`config.mk`:
```
export PLATFORM = sky130hd
export DESIGN_NAME = ps2_cmd_sequencer
export DESIGN_NICKNAME = d
export VERILOG_FILES = /design/src/rtl/ps2_cmd_sequencer.sv
export SDC_FILE = /design/constraint.sdc
export NUM_CORES = 1
export LEC_CHECK = 0
export CORE_MARGIN = 8
export CORE_UTILIZATION = 60
export CTS_BUF_LIST = sky130_fd_sc_hd__clkbuf_16
export CTS_CLUSTER_SIZE = 24
export DETAILED_ROUTE_END_ITERATION = 10
export DONT_BUFFER_PORTS = 1
export GPL_TIMING_DRIVEN = 0
export HOLD_SLACK_MARGIN = 0.15
export PLACE_DENSITY = 0.76
export SETUP_SLACK_MARGIN = 0.05
export SLEW_MARGIN = 20
export SYNTH_ARGS = -nofsm -noshare
export SYNTH_HDL_FRONTEND = slang
export SYNTH_SLANG_ARGS = --single-unit
```
`constraint.sdc`:
```
create_clock -name CLOCK_50 -period 4 [get_ports CLOCK_50]
set_clock_uncertainty 0.1 [all_clocks]
set_input_delay 0.8 -clock CLOCK_50 [delete_from_list [all_inputs] [get_ports CLOCK_50]]
set_output_delay 0.8 -clock CLOCK_50 [all_outputs]
set_load 0.05 [all_outputs]
```
`src/rtl/ps2_cmd_sequencer.sv`:
```
// Host-to-keyboard command sequencer for PS2_Controller: sends command/argument bytes,
// handles FA/FE/AA/FC responses with retry and timeouts, and filters them from the scancode stream.
module ps2_cmd_sequencer #(
  parameter int ACK_TIMEOUT = 1_000_000,
  parameter int BAT_TIMEOUT = 50_000_000,
  parameter int MAX_RETRY   = 3
) (
  input  logic       CLOCK_50,
  input  logic       resetn,
  input  logic       cmd_valid,
  input  logic [7:0] cmd_byte,
  input  logic       cmd_has_arg,
  input  logic [7:0] cmd_arg,
  output logic       cmd_ready,
  output logic       done,
  output logic [1:0] status,
  input  logic [7:0] ps2_rx_data,
  input  logic       ps2_rx_en,
  input  logic       ps2_cmd_sent,
  input  logic       ps2_cmd_timeout,
  output logic [7:0] ps2_command,
  output logic       ps2_send_command,
  output logic [7:0] key_data,
  output logic       key_valid,
  output logic [2:0] o_dbg_state
);

  localparam int          RW        = $clog2(MAX_RETRY + 2);
  localparam logic [RW-1:0] RETRY_MAX = RW'(MAX_RETRY);
  localparam logic [25:0] ACK_LIM   = 26'(ACK_TIMEOUT - 1);
  localparam logic [25:0] BAT_LIM   = 26'(BAT_TIMEOUT - 1);

  typedef enum logic [2:0] {
    S_IDLE, S_SEND_CMD, S_ACK_CMD, S_SEND_ARG, S_ACK_ARG, S_WAIT_BAT, S_FINISH
  } state_t;

  state_t        r_state, w_state_nxt;
  logic [7:0]    r_cmd, r_arg;
  logic          r_has_arg;
  logic [RW-1:0] r_retry, w_retry_nxt, w_retry_inc;
  logic [25:0]   r_cnt;
  logic [1:0]    r_status, w_fin_status;
  logic [7:0]    r_key_data;
  logic          r_key_valid;
  logic          w_rx_fa, w_rx_fe, w_rx_aa, w_rx_fc, w_rx_proto;

  assign w_rx_fa     = ps2_rx_en && (ps2_rx_data == 8'hFA);
  assign w_rx_fe     = ps2_rx_en && (ps2_rx_data == 8'hFE);
  assign w_rx_aa     = ps2_rx_en && (ps2_rx_data == 8'hAA);
  assign w_rx_fc     = ps2_rx_en && (ps2_rx_data == 8'hFC);
  assign w_rx_proto  = ps2_rx_data inside {8'hFA, 8'hFE, 8'hAA, 8'hFC};
  assign w_retry_inc = r_retry + 1'b1;

  // Handshake: a command transfers on any edge where cmd_valid && cmd_ready; the requester holds cmd_valid until then.
  always_comb begin
    w_state_nxt  = r_state;
    w_retry_nxt  = r_retry;
    w_fin_status = r_status;
    unique case (r_state)
      S_IDLE: begin
        if (cmd_valid) begin
          w_state_nxt = S_SEND_CMD;
          w_retry_nxt = '0;
        end
      end
      S_SEND_CMD, S_SEND_ARG: begin
        if (ps2_cmd_timeout) begin
          w_state_nxt  = S_FINISH;
          w_fin_status = 2'b10;
        end else if (ps2_cmd_sent) begin
          w_state_nxt = (r_state == S_SEND_CMD) ? S_ACK_CMD : S_ACK_ARG;
        end
      end
      S_ACK_CMD, S_ACK_ARG: begin
        if (w_rx_fa) begin
          w_retry_nxt  = '0;
          w_fin_status = 2'b00;
          if (r_state == S_ACK_ARG)  w_state_nxt = S_FINISH;
          else if (r_has_arg)        w_state_nxt = S_SEND_ARG;
          else if (r_cmd == 8'hFF)   w_state_nxt = S_WAIT_BAT;
          else                       w_state_nxt = S_FINISH;
        end else if (w_rx_fe) begin
          w_retry_nxt = w_retry_inc;
          if (w_retry_inc <= RETRY_MAX) begin
            w_state_nxt = (r_state == S_ACK_CMD) ? S_SEND_CMD : S_SEND_ARG;
          end else begin
            w_state_nxt  = S_FINISH;
            w_fin_status = 2'b01;
          end
        end else if (r_cnt >= ACK_LIM) begin
          w_state_nxt  = S_FINISH;
          w_fin_status = 2'b10;
        end
      end
      S_WAIT_BAT: begin
        if (w_rx_aa) begin
          w_state_nxt  = S_FINISH;
          w_fin_status = 2'b00;
        end else if (w_rx_fc) begin
          w_state_nxt  = S_FINISH;
          w_fin_status = 2'b11;
        end else if (r_cnt >= BAT_LIM) begin
          w_state_nxt  = S_FINISH;
          w_fin_status = 2'b10;
        end
      end
      S_FINISH: w_state_nxt = S_IDLE;
      default:  w_state_nxt = S_IDLE;
    endcase
  end

  always_ff @(posedge CLOCK_50 or negedge resetn) begin
    if (!resetn) begin
      r_state     <= S_IDLE;
      r_cmd       <= '0;
      r_arg       <= '0;
      r_has_arg   <= 1'b0;
      r_retry     <= '0;
      r_cnt       <= '0;
      r_status    <= 2'b00;
      r_key_data  <= '0;
      r_key_valid <= 1'b0;
    end else begin
      r_state <= w_state_nxt;
      r_retry <= w_retry_nxt;
      if (r_state == S_IDLE && cmd_valid) begin
        r_cmd     <= cmd_byte;
        r_arg     <= cmd_arg;
        r_has_arg <= cmd_has_arg;
      end
      // Timeout counter restarts on every state change and saturates rather than wrapping.
      if (w_state_nxt != r_state) r_cnt <= '0;
      else if (r_cnt != '1)       r_cnt <= r_cnt + 26'd1;
      if (w_state_nxt == S_FINISH && r_state != S_FINISH) r_status <= w_fin_status;
      r_key_valid <= ps2_rx_en && (!w_rx_proto || r_state == S_IDLE);
      if (ps2_rx_en && (!w_rx_proto || r_state == S_IDLE)) r_key_data <= ps2_rx_data;
    end
  end

  assign cmd_ready        = (r_state == S_IDLE);
  assign done             = (r_state == S_FINISH);
  assign status           = r_status;
  assign ps2_send_command = (r_state == S_SEND_CMD) || (r_state == S_SEND_ARG);
  assign ps2_command      = (r_state == S_SEND_ARG) ? r_arg : r_cmd;
  assign key_data         = r_key_data;
  assign key_valid        = r_key_valid;
  assign o_dbg_state      = r_state;

endmodule

```
==> results.ini <==
[outcome]
status = complete, no violations

[timing]
drv_slew = 0
grt_setup_unrepaired = false
hold_violations = 0
hold_slack_ns = 0.240
finalSetupTns_ns = 0
fin_crit_ns = 3.61
fin_ws_ns = 0.390
fmax_mhz = 277
finalCritPeriodShare_pct = 90.2
max_slew_margin_pct = 41.3
setup_violations = 0
worstMarginPinSlew_ns = 0.876

[logic_synthesis]
yosysSeqAreaShare_pct = 45.8
synthTopCellsByCount = nand2_1 (69), dfrtp_1 (60), nor2_1 (37), mux2_2 (18), nand3_1 (17)
synth_top_area_share_pct = 45.8
async_flop_share_pct = 100
synth_warnings = 0
syn_nets = 385
ys_top_cells_by_area = dfrtp_1 (46%), nand2_1 (7.9%), mux2_2 (6.2%)
synthFlopType = dfrtp_1
ys_ff_latch = 60
syn_inst = 351
synth-edff-count = 0
synth_cell_types = 53
netlist_area_um2 = 3280
yosysTopAreaCell = dfrtp_1
synthMostInstantiatedCell = nand2_1
syn-mean-instance-area_um2 = 9.34

[critical_path]
cp.arrival_ns = 2.71
worstPathCellList = clkbuf_1, nor2b_2, nand2_1, mux2_2
path_buf_inv = 1
cpPeakStageDelay_ns = 0.58
crit_required_ns = 3.10
critPathKind = register to primary output
path_delay_family = simple AND/OR/NAND/NOR gates
crit_path_end_kind = primary output
slowest_stage = dfrtp_1
worstPathMaxFanout = 10
start_kind = register
r2r_slack_ns = 0.67

[final_layout]
final_cell_area_um2 = 3710
antenna_cells = 0
fillers = 430
nets = 399
drive_gt1_share_pct = 13.5
synthToLayoutAreaGrowth_pct = 13.2

[floorplanning]
initial_core_util_pct = 60.6
dieArea_um2 = 8080
die_h_um = 89.9
std_cell_rows = 27
die_w_um = 89.9
num_io_pins = 56
coreArea_um2 = 5410

[grt]
grt_overflow = 0
grt_max_degree = 61
grt_pass1_wl_mm = 12.8
grt_pass1_vias = 2638
antenna_found_initial = 0
grtUsageTotal_pct = 19.3

[place]
dp_hpwl_mm = 5.32
place_ws_ns = 0.327
dpl_cell_area_um2 = 3390
gp_congestion = 0.830
numPortBuffers = 0

[route]
vias_per_cell = 5.95
drtPass1Iterations = 4
post_drt_wl_per_cell_um = 17.2
drc = 0
wl_mm = 7.60
routed-via-count = 2630
ant_nets = 0
drt_iter0_markers = 161

[pwr]
ir_worst_vdd_uv = 468
p_leak_nw = 1.62
power_density_nw_per_um2 = 651

[clock_network]
htree_num_levels = 3
cts_root_buf = clkbuf_16
path_clk_slew_ns = 0.06
clock_path_buffers = 2
numClockSinks = 60
insertion_delay_ns = 0.33
cts_tree = done
cts_buffers = 9

[run]
maxCapViolCount = 0

[hold_path]
hold_path.class = input port to asynchronous set/reset pin

[cells by family after synthesis]
family,count (synthesis),synth area share [%]
and+or+nand+nor,183,27.7
DFF,60,45.8
AOI/OAI and AO/OA,40,9.16
xor gates and xnor gates,25,6.68
buffers and inverters,21,3.02
muxes,19,6.49
adders and majority gates,3,1.15
[sequential cells by signal, indices dropped and copies added, names as in the netlist, 2 cells and up]
signal / count
r_arg: 8
o_dbg_state: 3
r_cmd: 8
r_cnt: 26
r_retry: 3
key_data: 8
status: 2
[per-stage QoR]
| stage | total power [W] | cells | utilization [%] |
|---|---|---|---|
| 3_3_place_gp | 0.00161 | 423 | 62.3 |
| 2_1_floorplan | 0.00149 | 351 | - |
| 6_report | 0.00241 | 442 | 68.7 |
| 5_1_grt | 0.00252 | 442 | 68.7 |
| 3_5_place_dp | 0.00165 | 425 | 62.7 |
| 4_1_cts | 0.00242 | 442 | 68.7 |
[per-layer routing]
layer | GRT usage (%) | wire length [um] | up-vias
li1 | - | - | 1269
met1 | 23.5 | 3310 | 1257
met2 | 29.3 | 3460 | 87
met3 | 7.15 | 651 | 17
met4 | 10.1 | 181 | 0
met5 | 0 | 0 | -
[cell usage in the layout, fill, tap and decap left out, drive strengths merged, types with 4 or more instances in the layout]
cell	n
nor4	4
nand3	17
mux2	18
buf	10
and4	6
nand2	69
dfrtp	60
and2	5
nor3b	4
a21oi	5
nor2	37
nor2b	5
xnor2	12
nand2b	4
inv	7
xor2	13
nand4	11
clkbuf	18
nor3	8
o21ai	10
[where the power goes]
part	switching [W]	internal [W]
Combinational	0.000539	0.000214
Sequential	0.000179	0.000726
Clock	0.000277	0.000479
Total	0.000995	0.00142
[worst reg2reg max path, stage by stage (launching register included)]
cell	delay (ns)
dfrtp_1	0.63
clkbuf_1	0.42
nor3b_1	0.18
or3_1	0.43
o41a_1	0.34
o21ai_0	0.12
a311oi_1	0.15
o221ai_2	0.42
buf_2	0.33
nor2_1	0.08
[final timing paths]
check | from | endpoint | depth (start not counted)
worst max-delay path | o_dbg_state[2]$_DFF_PN0_ | ps2_command[5] | 4
worst min-delay path | resetn | r_cnt[9]$_DFFE_PN0P_ | 1
worst max register to register | o_dbg_state[1]$_DFF_PN0_ | r_cnt[0]$_DFFE_PN0P_ | 9
worst min register to register | r_arg[5]$_DFFE_PN0P_ | r_arg[5]$_DFFE_PN0P_ | 2
max in group asynchronous | resetn | r_cnt[7]$_DFFE_PN0P_ | 1
min in group CLOCK_50 | r_arg[5]$_DFFE_PN0P_ | r_arg[5]$_DFFE_PN0P_ | 2
[timing repair]
action | 4_1_cts | 5_1_grt
hold endpoints to repair | 60 | 0
resized for setup | 1 | 0
hold buffers | 1 | 0
setup buffers | 0 | 0
endpoints found under the setup margin | 8 | 0
[area by class of cell]
cell class,instances,area (um2),area share [%]
clock buffer,9,225,6.07
tap,72,90.1,2.43
clock inverter,7,67.6,1.82
timing repair buffer,3,38.8,1.04
inverter,5,18.8,0.506
multi-input combinational,270,1690,45.5
sequential,60,1500,40.4
buffer,16,80.1,2.16
(Power assumes the default switching activity.)
